--- config.mk ---
export PLATFORM = sky130hd
export DESIGN_NAME = pwm_led_driver
export DESIGN_NICKNAME = d
export VERILOG_FILES = /design/src/rtl/pwm_led_driver_pkg.sv /design/src/rtl/pwm_led_driver_timebase.sv /design/src/rtl/pwm_led_driver.sv
export SDC_FILE = /design/constraint.sdc
export NUM_CORES = 1
export LEC_CHECK = 0
export ABC_AREA = 1
export ABC_CLOCK_PERIOD_IN_PS = 2150
export CORE_MARGIN = 2
export CORE_UTILIZATION = 45
export DETAILED_ROUTE_END_ITERATION = 8
export GPL_TIMING_DRIVEN = 1
export PLACE_DENSITY = 0.74
export SYNTH_ARGS = -nofsm -noshare
export SYNTH_HDL_FRONTEND = slang
export SYNTH_HIERARCHICAL = 1
export SYNTH_SLANG_ARGS = --single-unit
--- constraint.sdc ---
create_clock -name clk -period 2.15 [get_ports clk]
set_clock_uncertainty 0.2 [all_clocks]
set_input_delay 0.43 -clock clk [delete_from_list [all_inputs] [get_ports clk]]
set_output_delay 0.43 -clock clk [all_outputs]
set_load 0.005 [all_outputs]
--- src/rtl/pwm_led_driver_pkg.sv ---
// Shared helpers for the PWM LED driver slice.
package pwm_led_driver_pkg;

  // Prescaler counter width; a prescale of 1 still needs a 1-bit counter.
  function automatic int pre_width(input int prescale);
    return (prescale > 1) ? $clog2(prescale) : 1;
  endfunction

endpackage

--- src/rtl/pwm_led_driver_timebase.sv ---
// PWM timebase: prescaler plus free-running phase counter, both held at zero while disabled.
module pwm_led_driver_timebase
  import pwm_led_driver_pkg::*;
#(
  parameter int DUTY_W   = 8,
  parameter int PRESCALE = 1
) (
  input  logic              clk,
  input  logic              rst,
  input  logic              enable,
  output logic [DUTY_W-1:0] phase_q,
  output logic              tick,
  output logic              start_qual
);

  localparam int PRE_W = pre_width(PRESCALE);
  localparam logic [PRE_W-1:0] PRE_LAST = PRE_W'(PRESCALE - 1);

  logic [PRE_W-1:0] pre_q;

  assign tick       = enable && (pre_q == PRE_LAST);
  assign start_qual = enable && (phase_q == '0) && (pre_q == '0);

  always_ff @(posedge clk) begin
    if (rst || !enable) begin
      pre_q <= '0;
    end else if (pre_q == PRE_LAST) begin
      pre_q <= '0;
    end else begin
      pre_q <= pre_q + 1'b1;
    end
  end

  // Phase wraps from all-ones to zero by natural overflow.
  always_ff @(posedge clk) begin
    if (rst || !enable) begin
      phase_q <= '0;
    end else if (tick) begin
      phase_q <= phase_q + 1'b1;
    end
  end

endmodule

--- src/rtl/pwm_led_driver.sv ---
// Multi-channel PWM LED driver with double-buffered duty values applied at period boundaries.
module pwm_led_driver
  import pwm_led_driver_pkg::*;
#(
  parameter int CHANNELS = 8,
  parameter int DUTY_W   = 8,
  parameter int PRESCALE = 1
) (
  input  logic                       clk,
  input  logic                       rst,
  input  logic [CHANNELS*DUTY_W-1:0] duty_in,
  input  logic                       duty_load,
  input  logic                       enable,
  output logic [CHANNELS-1:0]        pwm_out,
  output logic                       period_start,
  output logic                       pending
);

  logic [DUTY_W-1:0] phase_q;
  logic              tick;
  logic              start_qual;
  logic              wrap;
  logic              apply;

  pwm_led_driver_timebase #(
    .DUTY_W  (DUTY_W),
    .PRESCALE(PRESCALE)
  ) u_timebase (
    .clk       (clk),
    .rst       (rst),
    .enable    (enable),
    .phase_q   (phase_q),
    .tick      (tick),
    .start_qual(start_qual)
  );

  // New duties may only land at a period boundary, or at any time while idle.
  assign wrap  = tick && (&phase_q);
  assign apply = !enable || wrap;

  always_ff @(posedge clk) begin
    if (rst) begin
      pending <= 1'b0;
    end else if (duty_load) begin
      pending <= !apply;
    end else if (apply) begin
      pending <= 1'b0;
    end
  end

  always_ff @(posedge clk) begin
    if (rst) begin
      period_start <= 1'b0;
    end else begin
      period_start <= start_qual;
    end
  end

  for (genvar i = 0; i < CHANNELS; i++) begin : g_chan
    logic [DUTY_W-1:0] duty_word;
    logic [DUTY_W-1:0] shadow_q;
    logic [DUTY_W-1:0] active_q;

    assign duty_word = duty_in[i*DUTY_W +: DUTY_W];

    always_ff @(posedge clk) begin
      if (rst) begin
        shadow_q   <= '0;
        active_q   <= '0;
        pwm_out[i] <= 1'b0;
      end else begin
        if (duty_load) begin
          shadow_q <= duty_word;
        end
        // A load coinciding with the boundary bypasses the shadow.
        if (duty_load && apply) begin
          active_q <= duty_word;
        end else if (apply && pending) begin
          active_q <= shadow_q;
        end
        pwm_out[i] <= enable && (phase_q < active_q);
      end
    end
  end

endmodule
==> flow_summary.json <==
{
  "status": "complete, no violations",
  "yosysTopAreaCell": "dfxtp_1",
  "clk_pin_slew_ps": 60,
  "period_needed_ps": 1910,
  "row_count": 46,
  "grt_overflow": 0,
  "cpPeakStageDelay_ps": 510,
  "drive_above_1_share_pct": 12.4,
  "cts_tree": "built",
  "vias": 6404,
  "maxSlewViolCount": 0,
  "coreArea_mm2": 0.0159,
  "cp_top_family": "buffers and inverters",
  "fp.dieH_um": 132,
  "grt_pass1_wl_um": 27500,
  "gp_congestion": 0.874,
  "wl_um": 16300,
  "grt_start_max_net_pins": 77,
  "maxSlewHeadroom_pct": 66.7,
  "firstDrtPassIters": 7,
  "ys_seq_elements": 147,
  "netlist.area_leader.share_pct": 40.0,
  "cap_viol_max_count": 0,
  "place_area_mm2": 0.00845,
  "min_period_over_period_pct": 88.9,
  "grt_usage_pct": 19.3,
  "remaining_drc_errors": 0,
  "floorplan.initialDensity_pct": 46.2,
  "setup_viol": 0,
  "htreeDepth": 4,
  "clockRootBuffer": "clkbuf_16",
  "syn-num-nets": 1146,
  "cts.path.max_buffers": 2,
  "syn-cell-area_mm2": 0.00736,
  "yosysSeqAreaShare_pct": 40.0,
  "syn2layout_area_growth_pct": 23.0,
  "hold_viol_final": 0,
  "leakagePower_uw": 0.00428,
  "cts_buffers": 17,
  "hold_path_class": "flop to flop",
  "dp_hpwl_um": 11200,
  "synthTopCellsByArea": "dfxtp_1, nand2_1, ha_1",
  "rsz0062_at_grt": "no",
  "post_cts_buffers": 0,
  "synth.distinct_cells": 28,
  "max_clock_freq_mhz": 523,
  "avgSynthCellArea_um2": 7.22,
  "ant_nets": 0,
  "insertion_delay_ps": 430,
  "path_max_fanout": 2,
  "fin_util_pct": 56.8,
  "worstPathRequired_ps": 1520,
  "ir_worst_vdd_v": 0.000544,
  "path_class": "flop to output pin",
  "wl_per_cell_um": 12.3,
  "diodes": 0,
  "crit_slowest_cell": "clkdlybuf4s50_1",
  "cts_sinks": 147,
  "worstSetupStartpointType": "flop",
  "crit_chain": "clkdlybuf4s50_1",
  "antenna_found_initial": 0,
  "portBuffers": 77,
  "critPathBufInv": 1,
  "fin_nets": 1225,
  "endpoint_kind": "output pin",
  "worst_pin_slew_ps": 499,
  "final_cell_mix": "nand2_1, dfxtp_1, inv_1",
  "arrival_ps": 1280,
  "routed_via_density": 4.82,
  "powerDensity_mw_per_mm2": 768,
  "ctsHoldBuffers": 0,
  "yosysWarnings": 6,
  "layout_commonest_cell": "nand2_1",
  "cts-resized-gates": 0,
  "fin_area_mm2": 0.00906,
  "initialDrtViolationCount": 414,
  "dieArea_mm2": 0.0174,
  "grt_pass1_vias": 6153,
  "syn_inst": 1020,
  "die_w_um": 132,
  "io_pins": 78
}
[Yosys cell counts (all sizes together)]
master,n
a211oi,1
a21oi,131
buf,31
clkbuf,15
clkinv,1
conb,1
dfxtp,147
ha,58
inv,119
mux2i,2
nand2,327
nand3,22
nand4,1
nor2,80
nor3,2
o21a,8
o21ai,42
or2,32
[logic make-up after synthesis]
logic type | Yosys count | share of synthesized area (%)
AO/OA/AOI/OAI | 182 | 14.5
adder cells (fa/ha/maj) | 58 | 9.85
buffers and inverters | 166 | 9.77
flip-flops | 147 | 40.0
multiplexers | 2 | 0.272
other | 1 | 0.0509
AND/OR/NAND/NOR | 464 | 25.6
[flip-flops by register name, summed over array words and instances (netlist names)]
name / count
u_timebase/pre_q: 1
pwm_out: 8
g_chan.shadow_q: 64
g_chan.active_q: 64
u_timebase/phase_q: 8
pending: 1
period_start: 1
[through the flow]
stage               setup WS, ps  hold WS [ps]  setup TNS [ps]  cells  power [µW]
finish                       239           249               0   1328        6950
floorplan                    438           231               0   1020        3680
global route                97.3           272               0   1328        7300
CTS                          216           251               0   1328        7020
detailed placement          -135           242           -6590   1296        4010
global placement            -120           238           -6190   1296        3990
[worst register-to-register path, cell delays in order (launching register included)]
cell	delay [ps]
dfxtp_1	630
nand2_1	90
nor2_1	110
nand2_1	100
nand2_4	80
nand2_2	80
buf_12	200
o21ai_0	210
nor2_1	50
[path summary, 6_finish.rpt]
| kind | start | end | slack (ps) | cells past startpoint |
|---|---|---|---|---|
| max | pending | pending | 240 | 1 |
| min | g_chan[0].shadow_q[2] | g_chan[0].shadow_q[2] | 250 | 2 |
| max reg2reg | u_timebase/phase_q[5] | g_chan[1].active_q[2] | 280 | 8 |
| min reg2reg | g_chan[0].shadow_q[2] | g_chan[0].shadow_q[2] | 250 | 2 |
[metal layers]
layer  track usage, %  routed length (µm)
met3             4.11                 751
met2             34.5                8030
met5                0                   0
met4             7.91                 385
met1             22.3                7120
[final cells by class]
cell class / instances / area, µm²
Multi-Input combinational cell: 707 / 3700
Sequential cell: 147 / 2940
Fill cell: 1512 / 6890
Clock inverter: 13 / 160
Clock buffer: 19 / 443
Tap cell: 216 / 270
Inverter: 120 / 450
Timing Repair Buffer: 106 / 1090
[report_power, final]
group | switching [µW] | leakage [µW] | internal [µW]
Combinational | 556 | 0.00277 | 436
Sequential | 56.1 | 0.00121 | 2910
Clock | 1150 | 0.000293 | 1850
Total | 1760 | 0.00428 | 5190
Power figures use the tool's default switching activity.
